## src/rtl/spi_regfile_pkg.sv

```systemverilog
// Shared types and frame constants for the SPI register file.
package spi_regfile_pkg;

    typedef enum logic [1:0] {StIdle, StHdr, StData, StOver} state_e;

    localparam int unsigned HDR_W  = 8;
    localparam int unsigned ADDR_W = 7;
    localparam int unsigned RW_BIT = 7;

endpackage

```

## src/rtl/spi_sync_edge.sv

```systemverilog
// Multi-stage synchroniser with registered rise/fall pulses for one SPI pin.
module spi_sync_edge #(
    parameter int unsigned SYNC_STAGES = 2,
    parameter logic        RESET_VAL   = 1'b0
) (
    input  logic clk,
    input  logic rst_n,
    input  logic din,
    output logic level,
    output logic rise,
    output logic fall
);

    logic [SYNC_STAGES-1:0] sync_q;
    logic                   prev_q;
    logic                   rise_q;
    logic                   fall_q;

    always_ff @(posedge clk or negedge rst_n) begin
        if (!rst_n) begin
            sync_q <= {SYNC_STAGES{RESET_VAL}};
            prev_q <= RESET_VAL;
            rise_q <= 1'b0;
            fall_q <= 1'b0;
        end else begin
            sync_q <= {sync_q[SYNC_STAGES-2:0], din};
            prev_q <= sync_q[SYNC_STAGES-1];
            rise_q <= sync_q[SYNC_STAGES-1] & ~prev_q;
            fall_q <= ~sync_q[SYNC_STAGES-1] & prev_q;
        end
    end

    assign level = sync_q[SYNC_STAGES-1];
    assign rise  = rise_q;
    assign fall  = fall_q;

endmodule

```

## src/rtl/spi_regfile.sv

```systemverilog
// SPI mode-0 peripheral with a write/read-back register bank, fully sampled in the clk domain.
module spi_regfile
    import spi_regfile_pkg::*;
#(
    parameter int unsigned NUM_REGS    = 5,
    parameter int unsigned DATA_W      = 8,
    parameter int unsigned SYNC_STAGES = 2
) (
    input  logic                       clk,
    input  logic                       rst_n,
    input  logic                       sclk,
    input  logic                       copi,
    input  logic                       ncs,
    output logic                       cipo,
    output logic                       cipo_oe,
    output logic [NUM_REGS*DATA_W-1:0] regs,
    output logic                       wr_strobe,
    output logic [6:0]                 wr_addr,
    output logic                       frame_err
);

    localparam int unsigned FRAME_W = HDR_W + DATA_W;
    localparam int unsigned CNT_W   = $clog2(FRAME_W + 2);

    logic sclk_s, sclk_rise, sclk_fall;
    logic copi_s, copi_rise, copi_fall;
    logic ncs_s, ncs_rise, ncs_fall;
    logic unused_sync;

    spi_sync_edge #(.SYNC_STAGES(SYNC_STAGES), .RESET_VAL(1'b0)) u_sync_sclk (
        .clk(clk), .rst_n(rst_n), .din(sclk), .level(sclk_s), .rise(sclk_rise), .fall(sclk_fall)
    );
    spi_sync_edge #(.SYNC_STAGES(SYNC_STAGES), .RESET_VAL(1'b0)) u_sync_copi (
        .clk(clk), .rst_n(rst_n), .din(copi), .level(copi_s), .rise(copi_rise), .fall(copi_fall)
    );
    // ncs idles high so reset release never looks like a select.
    spi_sync_edge #(.SYNC_STAGES(SYNC_STAGES), .RESET_VAL(1'b1)) u_sync_ncs (
        .clk(clk), .rst_n(rst_n), .din(ncs), .level(ncs_s), .rise(ncs_rise), .fall(ncs_fall)
    );

    assign unused_sync = sclk_s ^ copi_rise ^ copi_fall;

    state_e              state_q, state_d;
    logic [CNT_W-1:0]    cnt_q, cnt_d;
    logic [HDR_W-1:0]    hdr_q, hdr_d;
    logic [DATA_W-1:0]   rx_q, rx_d;
    logic [DATA_W-1:0]   tx_q, tx_d;
    logic                loaded_q, loaded_d;
    logic [DATA_W-1:0]   reg_q [NUM_REGS];
    logic                wr_strobe_q, frame_err_q;
    logic [6:0]          wr_addr_q;
    logic                commit, err;
    logic [ADDR_W-1:0]   addr;
    logic                addr_ok;
    logic [DATA_W-1:0]   rd_data;

    assign addr    = hdr_q[ADDR_W-1:0];
    assign addr_ok = 32'(addr) < NUM_REGS;

    always_comb begin
        rd_data = '0;
        for (int k = 0; k < NUM_REGS; k++) begin
            if (addr == ADDR_W'(k)) rd_data = reg_q[k];
        end
    end

    always_comb begin
        state_d  = state_q;
        cnt_d    = cnt_q;
        hdr_d    = hdr_q;
        rx_d     = rx_q;
        tx_d     = tx_q;
        loaded_d = loaded_q;
        commit   = 1'b0;
        err      = 1'b0;
        // Deselect has priority over any sclk edge detected in the same cycle.
        if (ncs_rise) begin
            state_d  = StIdle;
            tx_d     = '0;
            loaded_d = 1'b0;
            if (state_q != StIdle) begin
                if (cnt_q != CNT_W'(FRAME_W) || !addr_ok) err = 1'b1;
                else if (hdr_q[RW_BIT])                   commit = 1'b1;
            end
        end else if (ncs_fall) begin
            state_d  = StHdr;
            cnt_d    = '0;
            hdr_d    = '0;
            rx_d     = '0;
            tx_d     = '0;
            loaded_d = 1'b0;
        end else begin
            if (sclk_rise && state_q != StIdle) begin
                rx_d = DATA_W'({rx_q, copi_s});
                if (state_q != StOver) cnt_d = cnt_q + CNT_W'(1);
                case (state_q)
                    StHdr: begin
                        hdr_d = {hdr_q[HDR_W-2:0], copi_s};
                        if (cnt_q == CNT_W'(HDR_W - 1)) state_d = StData;
                    end
                    StData: begin
                        if (cnt_q == CNT_W'(FRAME_W)) state_d = StOver;
                    end
                    default: ;
                endcase
            end
            if (sclk_fall && state_q == StData) begin
                if (!loaded_q) begin
                    tx_d     = rd_data;
                    loaded_d = 1'b1;
                end else begin
                    tx_d = DATA_W'({tx_q, 1'b0});
                end
            end
        end
    end

    always_ff @(posedge clk or negedge rst_n) begin
        if (!rst_n) begin
            state_q     <= StIdle;
            cnt_q       <= '0;
            hdr_q       <= '0;
            rx_q        <= '0;
            tx_q        <= '0;
            loaded_q    <= 1'b0;
            wr_strobe_q <= 1'b0;
            frame_err_q <= 1'b0;
            wr_addr_q   <= '0;
            for (int k = 0; k < NUM_REGS; k++) reg_q[k] <= '0;
        end else begin
            state_q     <= state_d;
            cnt_q       <= cnt_d;
            hdr_q       <= hdr_d;
            rx_q        <= rx_d;
            tx_q        <= tx_d;
            loaded_q    <= loaded_d;
            wr_strobe_q <= commit;
            frame_err_q <= err;
            if (commit) wr_addr_q <= addr;
            for (int k = 0; k < NUM_REGS; k++) begin
                if (commit && addr == ADDR_W'(k)) reg_q[k] <= rx_q;
            end
        end
    end

    for (genvar k = 0; k < NUM_REGS; k++) begin : g_regs
        assign regs[k*DATA_W +: DATA_W] = reg_q[k];
    end

    assign cipo_oe   = ~ncs_s;
    assign cipo      = ~ncs_s & tx_q[DATA_W-1];
    assign wr_strobe = wr_strobe_q;
    assign wr_addr   = wr_addr_q;
    assign frame_err = frame_err_q;

endmodule

```

## config.mk

```make
export PLATFORM = sky130hd
export DESIGN_NAME = spi_regfile
export DESIGN_NICKNAME = d
export VERILOG_FILES = /design/src/rtl/spi_regfile_pkg.sv /design/src/rtl/spi_sync_edge.sv /design/src/rtl/spi_regfile.sv
export SDC_FILE = /design/constraint.sdc
export NUM_CORES = 1
export LEC_CHECK = 0
export BUFFER_PORTS_ARGS = -buffer_cell sky130_fd_sc_hd__buf_2
export CORE_ASPECT_RATIO = 1.5
export CORE_MARGIN = 3
export CORE_UTILIZATION = 35
export DETAILED_ROUTE_END_ITERATION = 8
export SLEW_MARGIN = 10
export SYNTH_ARGS = -nofsm -noshare
export SYNTH_HDL_FRONTEND = slang
export SYNTH_SLANG_ARGS = --single-unit
```

## constraint.sdc

```tcl
create_clock -name clk -period 2.15 [get_ports clk]
set_input_delay 0.43 -clock clk [delete_from_list [all_inputs] [get_ports clk]]
set_output_delay 0.43 -clock clk [all_outputs]
set_load 0.02 [all_outputs]
```

==> results by group, run 1 <==
Layout
  • Area Growth Syn to Fin: 23.8%
  • Final #Nets: about 400
  • Antenna diode count: 0
  • Share of cells above drive strength 1: 0.435
  • Final Util: 0.444
  • Non-Filler Instances: between 500 and 600
  • FILL cells: approximately 1100

Logic synthesis
  • Asr flop ratio synth: 1.00
  • XOR/XNOR Fraction of Synth Area: 0
  • Adder-cell area share of the yosys netlist: 0.0182
  • EDFF count, synth: 0
  • Synth Warn #: 0
  • Sequential fraction of the synthesis area: 0.564
  • Area share of and/or/nand/nor cells after synthesis: 0.0974
  • Primary FF master, synth: dfrtp_1
  • Gate Count Post-Synth: approximately 310
  • Largest family of logic cells by synthesized area: multiplexers
  • Compound-Gate Fraction of Synth Area: 0.136
  • Netlist cell types: 53
  • Multiplexer area fraction after synthesis: 0.144
  • Synth top area share: 0.545
  • Cell accounting for the most synthesized area: dfrtp_1
  • Syn nets: ~320
  • Count leader, synth: dfrtp_1
  • Synthesized flop and latch total: 93
  • Top area cells in the synthesized netlist: dfrtp_1 54%, mux2_2 12%, dfstp_2 1.9%
  • Post-synthesis average cell area: between 10 and 15 um2
  • Mapped cell area: between 4000 and 5000 um2
  • Synth top cells by count: 90 x dfrtp_1, 45 x mux2_2, 16 x inv_1

Routing
  • Vias: just under 3000
  • Avg WL per Cell: 18.5 um
  • Remaining DRCs: 0
  • Post-Route WL: ~10000 um
  • Vias per cell: roughly 5.3
  • First-pass DRT Iterations: 4
  • Final ANT Viol Nets: 0
  • 1st-iter DRT viols: roughly 130

Place
  • Place WS: -0.0334 ns
  • Final Wtd Congestion: ~0.80
  • PortBufs: 55
  • DP Wirelength: a little over 7000 um
  • Inst Count DP: 532

Timing
  • Final min period: around 2.1 ns
  • Final setup fails: 0
  • Tcrit/Tclk final: 0.957
  • Final hold viol count: 0
  • Slew Limit Fails: 0
  • FMAX: just under 500 MHz
  • Least-Margin Pin Slew: roughly 0.97 ns
  • RSZ-0062 raised after global routing: true
  • Setup_tns: 0 ns
  • Rel. slew slack: 0.352
  • Worst setup margin: 0.0925 ns
  • Worst clock skew: 0.00772 ns

Power and ir drop
  • Psw: about 1.2 mW
  • Clock Power Share: 0.374
  • Seq pwr share: 0.461
  • Comb power frac: 0.165
  • Internal power: just under 3 mW
  • Switching share of power: 0.287
  • LEAKAGE: around 2.5 nW
  • Overall power: between 4 and 5 mW
  • Worst-case vdd ir drop: a little under 400 uV
  • PwrDens: between 700 and 800 nW/um2

Setup path
  • Critical path arrival: 2.29 ns
  • Reg-to-Reg Start: hdr_q[5]
  • Crit path launch: hdr_q[5]
  • Crit path launch type: flip-flop
  • Critical Path End Type: flip-flop
  • Worst setup path category: flip-flop to flip-flop
  • CP max FO: 4
  • Critical Path RT: between 2 and 2.5 ns

Die
  • Die X: roughly 95 um
  • I/O pin count: 56
  • Die area: approximately 13000 um2
  • Cell Rows: 48
  • Die H: between 100 and 150 um
  • Std-Cell Core Area: roughly 12000 um2
  • Starting Density: 0.359

Worst hold path
  • Worst min path class: input port to async pin

Clock tree
  • Root buffer cell: clkbuf_16
  • Reg clk slew, reported paths: roughly 0.07 ns
  • Clock sinks: slightly above 90
  • Longest Clk Path Bufs: 2
  • CTS tree: yes
  • Hold-fix buffers, CTS: 0
  • H-tree level count: 3
  • Skew-Pair Late Insertion Delay: 0.35 ns
  • Num CTS Buffers: 9

GRT
  • Grt total ovfl: 0
  • Initial antenna violation count: 0
  • First-pass GRT wire length: roughly 17000 um
  • Overall routing resource usage: 0.170
  • Vias in the first global route: slightly above 3000
  • Largest net degree at the start of global routing: 40

Job
  • Max cap viols: 0

Run status
  • Status: complete, no violations
## state kept, by name, indices dropped and copies added (netlist names)
register	cells
wr_addr	7
state_q	2
frame_err	1
u_sync_ncs.rise	1
u_sync_copi.sync_q	2
u_sync_ncs.prev_q	1
regs	40
u_sync_sclk.fall	1
loaded_q	1
tx_q	8
u_sync_sclk.sync_q	2
u_sync_ncs.sync_q	2
wr_strobe	1
u_sync_sclk.prev_q	1
u_sync_ncs.fall	1
u_sync_sclk.rise	1
rx_q	8
cnt_q	5
hdr_q	8
## cell type report
| type | count | area, um2 | area share |
|---|---|---|---|
| clock inverter | 5 | 42.5 | 0.00831 |
| clock buffer | 11 | 243 | 0.0474 |
| sequential | 93 | 2330 | 0.455 |
| timing repair buffer | 94 | 591 | 0.115 |
| multi-input combinational | 186 | 1670 | 0.325 |
| tap | 150 | 188 | 0.0367 |
| inverter | 16 | 60.1 | 0.0117 |
## power by group through the flow
stage,Clock [mW],Sequential (mW),Combinational (mW)
floorplan,0,1.90,0.471
global placement,0,1.92,0.628
detailed placement,0,1.92,0.639
CTS,1.56,1.89,0.653
global route,1.63,1.89,0.746
finish,1.53,1.89,0.675
## what timing repair did
action,4_1_cts,5_1_grt
pin swaps,0,3
buffers inserted,1,6
gates resized for setup,1,8
endpoints found under the setup margin,3,12
## per-layer routing
metal  GRT usage  vias to the layer above  part of all wire
met5           0                        -                 0
met2       0.281                       68              0.51
li1            -                     1360                 -
met3      0.0282                       18             0.034
met4      0.0730                        0             0.028
met1       0.216                     1521              0.42
## cell families (layout without fill, tap and decap cells)
logic type,count (synthesis),in the layout
fa+ha+maj,6,6
simple gates,53,53
buf+inv,32,126
mux,51,51
compound gates,76,76
flops,93,93
## worst paths after layout
check,endpoint,cells after the start,slack [ns]
worst min register to register,u_sync_copi.sync_q[1],0,0.35
min in group clk,u_sync_ncs.sync_q[0],1,0.18
worst min-delay path,wr_addr[3],1,0.05
max in group asynchronous,u_sync_ncs.sync_q[1],2,1.43
worst max-delay path,wr_addr[0],4,0.09
worst max register to register,wr_addr[0],4,0.09
## layout by cell type (no fill, tap or decap), types with 5 or more instances in the layout
| cell type | n |
|---|---|
| a221o_1 | 6 |
| o41ai_1 | 8 |
| ha_1 | 5 |
| nand2_1 | 5 |
| nor2_1 | 7 |
| dfrtp_1 | 90 |
| buf_4 | 37 |
| clkbuf_16 | 9 |
| mux2_2 | 45 |
| o22ai_1 | 12 |
| nor3_1 | 6 |
| a22o_1 | 9 |
| a32o_1 | 7 |
| a21oi_1 | 7 |
| nor2b_1 | 10 |
| o21ai_0 | 13 |
| inv_1 | 14 |
| buf_2 | 54 |
## stage by stage
| step | instance area (um2) | hold WS, ns |
|---|---|---|
| 2_1_floorplan | 4140 | 0.134 |
| 3_3_place_gp | 4750 | 0.335 |
| 3_5_place_dp | 4750 | 0.341 |
| 4_1_cts | 5040 | 0.0719 |
| 5_1_grt | 5120 | 0.0879 |
| 6_report | 5120 | 0.0533 |
## critical path, stage by stage, from the launching register on
cell and delay (ns):
dfrtp_1 0.38, or4_4 0.60, buf_4 0.18, nor4b_4 0.40, mux2_2 0.39
No activity file was read; power rests on OpenSTA's default activity.
==> run 2, diff against run 1 <==
--- a/config.mk
+++ b/config.mk
@@ -10,6 +10,7 @@
 export CORE_MARGIN = 3
 export CORE_UTILIZATION = 35
 export DETAILED_ROUTE_END_ITERATION = 8
+export RECOVER_POWER = 25
 export SLEW_MARGIN = 10
 export SYNTH_ARGS = -nofsm -noshare
 export SYNTH_HDL_FRONTEND = slang
==> results by group, run 2 (synthesis results as in run 1) <==
Setup path
  • Critical Path End Type: flip-flop
  • Worst R2R Path Depth: 4
  • Crit path launch type: flip-flop
  • Worst setup path category: flip-flop to flip-flop
  • CP max FO: 4
  • Critical path arrival: around 2.3 ns
  • Terminus of the critical flop-to-flop path: wr_addr[0]
  • Critical Path Sink: wr_addr[0]
  • Reg-to-Reg Start: hdr_q[5]
  • Crit path launch: hdr_q[5]
  • Critical Path RT: roughly 2.4 ns
  • R2r setup slk: approximately 0.078 ns

Timing
  • Final min period: 2.07 ns
  • RSZ-0062 raised after global routing: true
  • Least-Margin Pin Slew: 0.970 ns
  • Rel. slew slack: 0.351
  • Final setup fails: 0
  • Final hold viol count: 0
  • Tcrit/Tclk final: 0.964
  • Slew Limit Fails: 0
  • FMAX: about 480 MHz
  • Min Hold Slack: between 0.15 and 0.2 ns
  • Worst clock skew: about 0.0074 ns

Die
  • Die H: 139 um
  • Cell Rows: 48
  • Std-Cell Core Area: around 12000 um2
  • Starting Density: 0.359
  • I/O pin count: between 50 and 60
  • Die X: 94.8 um
  • Die area: between 10000 and 15000 um2

Clock tree
  • Clock sinks: 93
  • Root buffer cell: clkbuf_16
  • H-tree level count: 3
  • CTS tree: yes
  • Skew-Pair Late Insertion Delay: roughly 0.35 ns
  • Reg clk slew, reported paths: around 0.070 ns
  • Num CTS Buffers: 9
  • Longest Clk Path Bufs: 2

Place
  • Final Wtd Congestion: 0.804
  • DP Wirelength: between 7000 and 8000 um
  • PortBufs: 55
  • Cell area after placement: 4750 um2
  • Inst Count DP: 532

GRT
  • Vias in the first global route: roughly 3100
  • Overall routing resource usage: 0.170
  • Grt total ovfl: 0
  • Initial antenna violation count: 0
  • First-pass GRT wire length: approximately 17000 um
  • Largest net degree at the start of global routing: 40

Layout
  • Design Area, Final: between 5000 and 6000 um2
  • Area Growth Syn to Fin: 23.3%
  • Share of cells above drive strength 1: 0.432
  • FILL cells: 1087
  • Commonest non-fill, non-tap cell in the layout: dfrtp_1
  • Non-Filler Instances: 555
  • Most frequent cells in the layout: 90 x dfrtp_1, 54 x buf_2, 45 x mux2_2, 35 x buf_4, 14 x inv_1
  • Max reg flops: 40
  • Antenna diode count: 0
  • Final #Nets: around 410

Routing
  • Post-Route WL: roughly 10000 um
  • Remaining DRCs: 0
  • First-pass DRT Iterations: 4
  • Vias per cell: between 5 and 6
  • Avg WL per Cell: between 15 and 20 um
  • Final ANT Viol Nets: 0
  • Vias: ~3000
  • 1st-iter DRT viols: 153

Job
  • Max cap viols: 0

Power and ir drop
  • LEAKAGE: 2.51 nW
  • Worst-case vdd ir drop: about 390 uV
  • PwrDens: approximately 800 nW/um2

Worst hold path
  • Worst min path class: input port to flip-flop

Run status
  • Status: complete, no violations
-- run 2: area by class of cell --
| class | instances | area, um2 | share of cell area |
|---|---|---|---|
| flip-flops and latches | 93 | 2330 | 0.457 |
| multi-input cells | 186 | 1670 | 0.327 |
| repair buffers | 94 | 569 | 0.112 |
| clock buffers | 11 | 243 | 0.0476 |
| well taps | 150 | 188 | 0.0368 |
| inverters | 16 | 60.1 | 0.0118 |
| clock inverters | 5 | 42.5 | 0.00834 |
-- run 2: worst max-delay path: stages, from the launching register on --
cell     delay, ns
dfrtp_1       0.38
or4_4         0.60
buf_4         0.18
nor4b_4       0.42
mux2_2        0.39
-- run 2: stage by stage --
step | util | worst slack (ns) | power [mW] | setup TNS (ns)
floorplan | - | 0.104 | 2.37 | 0
global placement | 0.412 | -0.00387 | 2.54 | -0.00768
detailed placement | 0.412 | -0.0334 | 2.56 | -0.0667
CTS | 0.437 | 0.0361 | 4.10 | 0
global route | 0.442 | -0.000238 | 4.27 | -0.000238
finish | 0.442 | 0.0775 | 4.09 | 0
-- run 2: per-layer routing --
metal,part of all wire,up-vias,track usage
met1,0.43,1511,0.216
met5,0,-,0
met2,0.52,65,0.281
met3,0.030,17,0.0282
met4,0.027,0,0.0730
li1,-,1360,-
-- run 2: how the worst min path moves through the flow --
| stage | cells after the start | end | from | slack, ns |
|---|---|---|---|---|
| after detailed placement | 0 | u_sync_copi.sync_q[1] | u_sync_copi.sync_q[0] | 0.34 |
| final | 1 | u_sync_ncs.sync_q[0] | ncs | 0.18 |
| after global placement | 0 | u_sync_copi.sync_q[1] | u_sync_copi.sync_q[0] | 0.33 |
| after CTS | 1 | wr_addr[3] | rst_n | 0.07 |
| after global routing | 1 | u_sync_ncs.sync_q[0] | ncs | 0.18 |
| after floorplan | 0 | cnt_q[0] | rst_n | 0.13 |
-- run 2: what timing repair did --
item	in CTS	in global routing
buffers inserted	1	6
setup endpoints to repair	3	12
hold buffers	0	0
pin swaps	0	3
resized for setup	1	8
-- run 2: power breakdown --
group,switching (mW),internal (mW),total (mW),leakage [nW]
Sequential,0.0674,1.82,1.89,1.26
Clock,0.702,0.831,1.53,0.142
Combinational,0.407,0.262,0.668,1.11
Total,1.18,2.91,4.09,2.51
==> run 3, diff against run 2 <==
--- a/config.mk
+++ b/config.mk
@@ -11,6 +11,7 @@
 export CORE_UTILIZATION = 35
 export DETAILED_ROUTE_END_ITERATION = 8
 export RECOVER_POWER = 25
+export SETUP_SLACK_MARGIN = 0.2
 export SLEW_MARGIN = 10
 export SYNTH_ARGS = -nofsm -noshare
 export SYNTH_HDL_FRONTEND = slang
==> results by group, run 3 (synthesis results as in run 1) <==
Run status
  • Status: complete, no violations

Setup path
  • Worst setup path category: flip-flop to flip-flop
  • CP max-delay cell: or4_4
  • Cell count along the critical path: 6
  • Critical Path End Type: flip-flop
  • CP cell instances: or4_4, buf_6, nor4_4, buf_4, nand3_4, mux2_4
  • CP max FO: 8
  • Critical Path RT: about 2.4 ns
  • Worst R2R Path Depth: 6
  • Critical path arrival: 2.33 ns
  • Crit-path max cell delay: approximately 0.53 ns
  • CP Buf/Inv Count: 2
  • CP top delay family: simple AND/OR/NAND/NOR gates
  • Crit path launch type: flip-flop

Clock tree
  • Skew-Pair Late Insertion Delay: approximately 0.34 ns
  • Hold-fix buffers, CTS: 0
  • Reg clk slew, reported paths: about 0.06 ns
  • Clock sinks: between 90 and 100
  • CTS tree: yes
  • Longest Clk Path Bufs: 2
  • Root buffer cell: clkbuf_16
  • Num CTS Buffers: 9
  • H-tree level count: 3

Routing
  • Vias per cell: approximately 5.3
  • Met3 wire length: around 360 um
  • Post-Route WL: ~10000 um
  • Vias: roughly 3000
  • WL met2: just over 5000 um
  • Metal-1 WL: between 4000 and 5000 um
  • First-pass DRT Iterations: 4
  • Final ANT Viol Nets: 0
  • Top layer reached by signal wires: met4
  • Remaining DRCs: 0
  • Avg WL per Cell: about 19 um
  • 1st-iter DRT viols: between 150 and 200

Layout
  • Commonest non-fill, non-tap cell in the layout: dfrtp_1
  • Non-Filler Instances: 558
  • Share of cells above drive strength 1: 0.444
  • Final #Nets: around 410
  • Max reg flops: 40
  • Area Growth Syn to Fin: 25.6%
  • Reg area: approximately 2300 um2
  • FILL cells: between 1000 and 1500
  • Most frequent cells in the layout: 90 x dfrtp_1, 54 x buf_2, 44 x mux2_2, 35 x buf_4, 15 x inv_1
  • Antenna diode count: 0
  • Area of the multi-input gates: between 1500 and 2000 um2
  • Design Area, Final: between 5000 and 6000 um2

Timing
  • Final setup fails: 0
  • Worst clock skew: 0.00652 ns
  • Min Hold Slack: between 0.15 and 0.2 ns
  • Final min period: about 2.1 ns
  • Tcrit/Tclk final: 0.981
  • FMAX: between 400 and 500 MHz
  • Final hold viol count: 0
  • Least-Margin Pin Slew: ~1.0 ns
  • Rel. slew slack: 0.307
  • Slew Limit Fails: 0
  • RSZ-0062 raised after global routing: true
  • Worst setup margin: about 0.040 ns

Place
  • Final Wtd Congestion: 0.773
  • Cell area after placement: approximately 4800 um2
  • Inst Count DP: ~530
  • Place WS: 0.0302 ns
  • PortBufs: 55
  • DP Wirelength: 7180 um

Power and ir drop
  • Overall power: slightly above 4 mW
  • PwrDens: 795 nW/um2
  • LEAKAGE: 2.55 nW
  • Worst-case vdd ir drop: roughly 390 uV

GRT
  • Overall routing resource usage: 0.165
  • Largest net degree at the start of global routing: 43
  • First-pass GRT wire length: about 17000 um
  • Initial antenna violation count: 0
  • Grt total ovfl: 0
  • Vias in the first global route: a little over 3000

Die
  • Die H: roughly 140 um
  • Starting Density: 0.359
  • I/O pin count: 56
  • Std-Cell Core Area: roughly 12000 um2
  • Cell Rows: 48
  • Die area: around 13000 um2
  • Die X: ~95 um

Worst hold path
  • Worst Hold Depth: 1
  • Worst min path class: input port to flip-flop

Job
  • Max cap viols: 0
==> run 3: stage by stage <==
stage                     TNS (ns)   util
after global placement           0  0.414
after floorplan                  0      -
after global routing       -0.0901  0.451
after detailed placement         0  0.414
after CTS                        0  0.443
final                            0  0.451
==> run 3: where the power goes <==
part	switching (mW)	internal, mW
Clock	0.672	0.854
Combinational	0.435	0.288
Sequential	0.0604	1.82
==> run 3: final timing paths <==
kind	slack (ns)	start	endpoint
max	0.04	hdr_q[5]	regs[14]
min	0.19	ncs	u_sync_ncs.sync_q[0]
max reg2reg	0.04	hdr_q[5]	regs[14]
min reg2reg	0.35	u_sync_copi.sync_q[0]	u_sync_copi.sync_q[1]
max in group asynchronous	0.42	rst_n	regs[12]
min in group asynchronous	0.27	rst_n	u_sync_sclk.sync_q[0]
==> run 3: final cells by class <==
type,instances,area share
Sequential cell,93,0.449
Multi-Input combinational cell,186,0.329
Clock buffer,12,0.0494
Inverter,16,0.0116
Clock inverter,4,0.00578
Timing Repair Buffer,97,0.119
Tap cell,150,0.0361
==> run 3: routing by layer <==
metal  up-vias  GRT usage
li1       1368          -
met1      1501      0.210
met2        80      0.261
met3        24     0.0358
met4         0     0.0829
met5         -          0
==> run 3: timing repair <==
item / 4_1_cts / 5_1_grt
setup endpoints to repair: 43 / 54
pin swaps: 2 / 6
buffers inserted: 2 / 8
resized for setup: 9 / 9
cloned: 0 / 0
